==> src/rtl/io_in_port.sv <==
// io_in_port: memory-mapped, debounced input port for the pipelined CPU.
// Each pin is synchronized, debounced, and its accepted edges are latched into
// read-to-clear RISE/FALL registers. The interrupt request is maskable.
module io_in_port #(
  parameter int WIDTH           = 8,
  parameter int DEBOUNCE_CYCLES = 16
) (
  input  logic             clk,
  input  logic             rst,
  input  logic [WIDTH-1:0] pins,
  input  logic             rd_en,
  input  logic [1:0]       rd_addr,
  output logic [15:0]      rd_data,
  output logic             rd_valid,
  input  logic             wr_en,
  input  logic [1:0]       wr_addr,
  input  logic [15:0]      wr_data,
  output logic             irq
);

  localparam logic [15:0] CNT_MAX = 16'(DEBOUNCE_CYCLES - 1);

  logic [WIDTH-1:0] s1_q, s2_q;
  logic [WIDTH-1:0] stable_q, stable_d;
  logic [WIDTH-1:0] rise_q, rise_d, fall_q, fall_d;
  logic [WIDTH-1:0] accept, rise_clr, fall_clr;
  logic [15:0]      cnt_q [WIDTH];
  logic [15:0]      cnt_d [WIDTH];
  logic [15:0]      mask_q, mask_d;
  logic [15:0]      rd_mux, rd_data_q, rd_data_d;
  logic             rd_valid_q, irq_q, irq_d;

  // Per-bit debounce: count consecutive mismatches and accept the new level
  // once the count reaches DEBOUNCE_CYCLES-1 on a still-mismatching cycle.
  always_comb begin
    accept   = '0;
    stable_d = stable_q;
    for (int i = 0; i < WIDTH; i++) begin
      cnt_d[i] = 16'd0;
      if (s2_q[i] != stable_q[i]) begin
        if (cnt_q[i] == CNT_MAX) begin
          accept[i]   = 1'b1;
          stable_d[i] = s2_q[i];
        end else begin
          cnt_d[i] = cnt_q[i] + 16'd1;
        end
      end
    end
  end

  // Register file read mux; unused high bits read as zero.
  always_comb begin
    rd_mux = 16'd0;
    case (rd_addr)
      2'd0:    rd_mux[WIDTH-1:0] = stable_q;
      2'd1:    rd_mux[WIDTH-1:0] = rise_q;
      2'd2:    rd_mux[WIDTH-1:0] = fall_q;
      default: rd_mux            = mask_q;
    endcase
  end

  // Edge latches: a read clears exactly the bits it returned, but a new edge
  // accepted on the same cycle takes priority. irq uses pre-update values.
  always_comb begin
    rise_clr  = (rd_en && rd_addr == 2'd1) ? rise_q : '0;
    fall_clr  = (rd_en && rd_addr == 2'd2) ? fall_q : '0;
    rise_d    = (rise_q & ~rise_clr) | (accept & s2_q);
    fall_d    = (fall_q & ~fall_clr) | (accept & ~s2_q);
    mask_d    = (wr_en && wr_addr == 2'd3) ? wr_data : mask_q;
    rd_data_d = rd_en ? rd_mux : rd_data_q;
    irq_d     = (|(rise_q & mask_q[WIDTH-1:0])) | (|(fall_q & mask_q[8 +: WIDTH]));
  end

  // State update with synchronous reset of every register.
  always_ff @(posedge clk) begin
    if (rst) begin
      s1_q       <= '0;
      s2_q       <= '0;
      stable_q   <= '0;
      rise_q     <= '0;
      fall_q     <= '0;
      mask_q     <= 16'd0;
      rd_data_q  <= 16'd0;
      rd_valid_q <= 1'b0;
      irq_q      <= 1'b0;
      for (int i = 0; i < WIDTH; i++) cnt_q[i] <= 16'd0;
    end else begin
      s1_q       <= pins;
      s2_q       <= s1_q;
      stable_q   <= stable_d;
      rise_q     <= rise_d;
      fall_q     <= fall_d;
      mask_q     <= mask_d;
      rd_data_q  <= rd_data_d;
      rd_valid_q <= rd_en;
      irq_q      <= irq_d;
      for (int i = 0; i < WIDTH; i++) cnt_q[i] <= cnt_d[i];
    end
  end

  assign rd_data  = rd_data_q;
  assign rd_valid = rd_valid_q;
  assign irq      = irq_q;

endmodule

==> config.mk <==
export PLATFORM = sky130hd
export DESIGN_NAME = io_in_port
export DESIGN_NICKNAME = d
export VERILOG_FILES = /design/src/rtl/io_in_port.sv
export SDC_FILE = /design/constraint.sdc
export NUM_CORES = 1
export LEC_CHECK = 0
export ABC_AREA = 1
export CORE_MARGIN = 2
export CORE_UTILIZATION = 35
export DETAILED_ROUTE_END_ITERATION = 8
export PLACE_DENSITY = 0.53
export SYNTH_ARGS = -nofsm -noshare
export SYNTH_HDL_FRONTEND = slang
export SYNTH_SLANG_ARGS = --single-unit
==> constraint.sdc <==
create_clock -name clk -period 2.4 [get_ports clk]
set_input_delay 0.72 -clock clk [delete_from_list [all_inputs] [get_ports clk]]
set_output_delay 0.72 -clock clk [all_outputs]
set_load 0.005 [all_outputs]
* Yosys cells after proc, flatten, opt, wreduce, memory -nomap -nowiden
Memory sizes are Yosys's and may differ from the RTL's.
Index checks and enable logic that the tools add are counted.
** Storage, ports and cells
- Memories kept :: 1
- Word-level logic and storage cells :: 126
- Bits of input ports :: 32
- Register bits :: 74
- Bits in writable memories :: 128
** Cells by class
- $add $sub $neg :: 8
- Bitwise gates (word level) :: 20
- Multiplexer cells :: 47
- Equality and inequality tests :: 19
- Reductions and logical operators :: 15
** Memories
- cnt_q :: depth 8, width 16, rd ports 8, clocked after Yosys merged registers in 0, wr ports 8, RTL line 27 : logic [15:0] cnt_q [WIDTH];
** Operators by type and width (count)
- $mux 16 :: 24
- $add 16x1->16 const B :: 8
- $eq 16x4->1 const B :: 8
- $and 8x8->8 :: 6
- $mux 8 :: 3
- $not 8->8 :: 3
- $pmux 8 s3 :: 1
- $mux 1 :: 19
- $or 8x8->8 :: 2
- $reduce_and 2->1 :: 8
- $reduce_or 8->1 :: 2
- $or 1x1->1 :: 9
- $ne 1x1->1 :: 8
- $eq 2x2->1 const B :: 2
- $logic_and 1x1->1 :: 3
- $reduce_or 3->1 :: 1
- $eq 2x1->1 const B :: 1
- $logic_not 2->1 :: 1

* Depth between registers and ports, before layout
- Depth after elaboration :: 6
- Depth in mapped cells :: 8

* Least setup slack after synthesis
OpenSTA, ideal clock, no wires.
- Path kind :: input to register
- Start point :: input rst
- End point :: memory cnt_q[3][14] (netlist: cnt_q[0][62])
- Arrival time :: 1.457 ns
- Required time :: 2.330 ns
- Buffers on the path :: 3
- Cell stages on the path :: 6
- Path slack :: 0.873 ns
- Cells stage by stage :: buf_2 -> buf_6 -> nor2_1 -> nand2_2 -> buf_6 -> a21oi_1
** RTL lines
- start: declaration :: RTL line 9 : input logic rst,
- end: declaration :: RTL line 27

* Worst setup path after layout
- Start point :: register rd_data_q[10] (netlist: rd_data[10])
- End point :: output rd_data[10]
** RTL lines
- start: declaration :: RTL line 30 : logic [15:0] rd_mux, rd_data_q, rd_data_d;
- start signal: assignment :: RTL line 94 : rd_data_q <= rd_data_d;
- end: declaration :: RTL line 13 : output logic [15:0] rd_data,
No word-level cell between the ends.

==> impl_metrics.ini <==
[routing]
routed_via_density = 4.688
drt_wl_total_um = 21780
drt_pass1_iterations = 5
num_vias = 8275
initialDrtViolationCount = 368
route.detailed.drc = 0
final_antenna_net_count = 0
per_cell_routed_wire_length_um = 12.34

[timing]
final_min_period_over_clock_period = 0.8977
achievable-frequency_ghz = 0.4641
setup_total_negative_slack_ps = 0
final_critical_path_setup_slack_ps = 245.4
worstMarginPinSlew_ps = 663.4
grt_setup_unrepaired = no
layout_min_cycle_time_ps = 2155
slew_viol_final = 0
final_hold_viol_count = 0
hold-worst-slack_ps = 398.8
timing.final.setup_violations = 0
final.setup_skew_ps = 7.247
slew_headroom = 0.5561

[floorplan]
design.die.area_mm2 = 0.02867
fp.dieW_um = 169.3
floorplan.die.height_um = 169.3
rows = 60
ios = 50
initial_utilization = 0.3559
placeableCoreArea_mm2 = 0.02688

[synthesis]
ys_warn_count = 0
synth_nets = 1391
ys_types = 36
synthMostInstantiatedCell = sky130_fd_sc_hd__nand2_1
synth_cells = 1351
post_synth_edffs = 0
synth-async-reset-ratio = 0
synth_top_flop_cell = sky130_fd_sc_hd__dfxtp_1
syn-cell-area_mm2 = 0.009565
synthTopCellsByCount = 267 x sky130_fd_sc_hd__nand2_1, 247 x sky130_fd_sc_hd__nor2_1, 202 x sky130_fd_sc_hd__dfxtp_1
yosysTopAreaCell = sky130_fd_sc_hd__dfxtp_1
synth.ff_latch_count = 202
yosysTopAreaCellShare = 0.4228
synthesis.area_per_instance_um2 = 7.080
ys_seq_area_frac = 0.4228
synth.area.top_cells = sky130_fd_sc_hd__dfxtp_1 42%, sky130_fd_sc_hd__nand2_1 10%, sky130_fd_sc_hd__nor2_1 9.7%

[setup_path]
timing.critical_path.cells = clkdlybuf4s50_1
worst-endpoint-arrival_ps = 1430
worst_setup_path_endpoint = rd_data[10]
worst_r2r_path_depth = 6
critical_path_type = flop to output pin
timing.critical_path.slowest_cell_delay_ps = 570
end_kind = output pin
crit_required_ps = 1680
reg2reg_setup_slack_ps = 790
critPathTopFamily = buffers and inverters
crit_path_start = rd_data[10]
crit_start_category = flop
reg2reg_from = cnt_q[1][48]
cpMaxStageDelayCell = sky130_fd_sc_hd__clkdlybuf4s50_1
worstPathMaxFanout = 2
critical_path.n_buffers_inverters = 1
r2r-end = cnt_q[1][57]
worstSetupPathDepth = 1

[run]
maxCapViolations = 0

[pwr]
net-switching-power_mw = 1.640
pwr-share-clk = 0.513
power_density_mw_per_mm2 = 675.4
seq_power_share = 0.452
swShare = 0.2164
combinationalPowerShare = 0.035
power.leakage_nw = 3.902
internal_power_summed_over_all_cells_mw = 5.938
vdd_ir_drop_max_v = 0.0005916

[clock_network]
clock_sink_count = 202
library_cell_used_as_clock_root_buffer = sky130_fd_sc_hd__clkbuf_16
post_cts_hold_fix_bufs = 0
post_cts.resized_instances = 0
max-clock-path-buffers = 3
cts_max_level = 1
cts-buffers-inserted = 24
clock_tree_from_tritoncts = yes
post_cts_setup_buffer_count = 0
clk_pin_slew_worst_paths_ps = 60
clock_insertion_delay_worst_skew_ps = 520

[placement]
hpwlAfterDp_um = 15650
numPortBuffers = 49
routabilityCongestion = 0.7862
dpl_worst_slack_ps = 72.53

[global_routing]
number_of_antenna_violations_at_the_first_check_in_global_routing = 1
grt_max_degree = 43
first_global_vias = 7668
grt-ovfl-total = 0
grt_pass1_wl_um = 36470
global_route.usage.total = 0.1525

[hold_path]
min_delay_path_depth = 2
holdCritPathClass = flop to flop

[outcome]
outcome = finished, final reports clean

[finish]
area_growth_syn_to_layout_pct = 17.29
drive_above_1_share = 0.09551
fillerInstances = 2825
antenna-diode-count = 0
final_core_util = 0.4175
layout.nets = 1446
sequential cells by signal, summed over array words and instances (netlist names):
signal and flops:
rd_data 16, fall_q 8, s2_q 8, rise_q 8, s1_q 8, irq 1, cnt_q 128, stable_q 8
rd_valid 1, mask_q 16
worst min-delay path: stages (launching register included):
cell and delay (ps):
sky130_fd_sc_hd__dfxtp_1 290, sky130_fd_sc_hd__inv_1 40, sky130_fd_sc_hd__nor2_1 30
metal layers:
| metal | vias up | global-route usage | wire length (µm) |
|---|---|---|---|
| met3 | 31 | 0.03451 | 1018 |
| met1 | 3708 | 0.1994 | 10610 |
| met5 | - | 0 | 13 |
| li1 | 4429 | - | - |
| met4 | 2 | 0.03159 | 366 |
| met2 | 105 | 0.2580 | 9776 |
final cells by class:
class                   instances  area, µm²  share of cell area
repair buffers                 54      548.0             0.04885
clock inverters                14      177.7             0.01584
flip-flops and latches        202       4044              0.3604
multi-input cells             954       4711              0.4199
inverters                     170      638.1             0.05688
clock buffers                  30      674.4             0.06011
well taps                     341      426.7             0.03803
stage by stage:
step	total power, mW	instance area [µm²]	cells
6_report	7.578	11220	1765
4_1_cts	7.689	11220	1765
3_5_place_dp	3.770	10370	1721
2_1_floorplan	3.631	9565	1351
5_1_grt	7.847	11220	1765
3_3_place_gp	3.769	10370	1721
worst min path at each step:
| stage | start | end | slack [ps] |
|---|---|---|---|
| 5_1_grt | s1_q[5] | s2_q[5] | 420 |
| 2_1_floorplan | s1_q[0] | s2_q[0] | 390 |
| 4_1_cts | s1_q[5] | s2_q[5] | 400 |
| 3_5_place_dp | s1_q[5] | s2_q[5] | 390 |
| 6_report | s1_q[5] | s2_q[5] | 400 |
| 3_3_place_gp | s1_q[0] | s2_q[0] | 390 |
cell families (layout without fill, tap and decap cells):
family / Yosys count / after routing / share of synthesized area
DFF: 202 / 202 / 0.4228
buffers and inverters: 195 / 268 / 0.08476
and+or+nand+nor: 736 / 736 / 0.3507
adders and majority gates: 8 / 8 / 0.01046
AOI/OAI and AO/OA: 172 / 172 / 0.09653
xor gates and xnor gates: 38 / 38 / 0.03479
placed cells by master, fill, tap and decap left out, types with 8 or more instances in the layout:
| cell | netlist | routed |
|---|---|---|
| sky130_fd_sc_hd__a21oi_1 | 91 | 91 |
| sky130_fd_sc_hd__a21oi_2 | 8 | 8 |
| sky130_fd_sc_hd__clkbuf_16 | 0 | 25 |
| sky130_fd_sc_hd__clkdlybuf4s50_1 | 0 | 48 |
| sky130_fd_sc_hd__dfxtp_1 | 202 | 202 |
| sky130_fd_sc_hd__ha_1 | 8 | 8 |
| sky130_fd_sc_hd__inv_1 | 168 | 168 |
| sky130_fd_sc_hd__nand2_1 | 267 | 267 |
| sky130_fd_sc_hd__nand2_2 | 13 | 13 |
| sky130_fd_sc_hd__nand3_1 | 61 | 61 |
| sky130_fd_sc_hd__nand3_2 | 10 | 10 |
| sky130_fd_sc_hd__nand3b_1 | 8 | 8 |
| sky130_fd_sc_hd__nand4_1 | 54 | 54 |
| sky130_fd_sc_hd__nor2_1 | 247 | 247 |
| sky130_fd_sc_hd__nor2_2 | 34 | 34 |
| sky130_fd_sc_hd__nor3_1 | 14 | 14 |
| sky130_fd_sc_hd__o211ai_1 | 8 | 8 |
| sky130_fd_sc_hd__o21ai_0 | 57 | 57 |
| sky130_fd_sc_hd__xnor2_1 | 15 | 15 |
| sky130_fd_sc_hd__xor2_1 | 23 | 23 |
power groups by stage:
stage | Sequential, mW | Combinational [mW] | Clock (mW)
2_1_floorplan | 3.49 | 0.137 | 0
3_5_place_dp | 3.50 | 0.267 | 0
5_1_grt | 3.43 | 0.297 | 4.12
6_report | 3.43 | 0.263 | 3.89
3_3_place_gp | 3.50 | 0.266 | 0
4_1_cts | 3.43 | 0.268 | 3.99
Power figures use the tool's default switching activity.
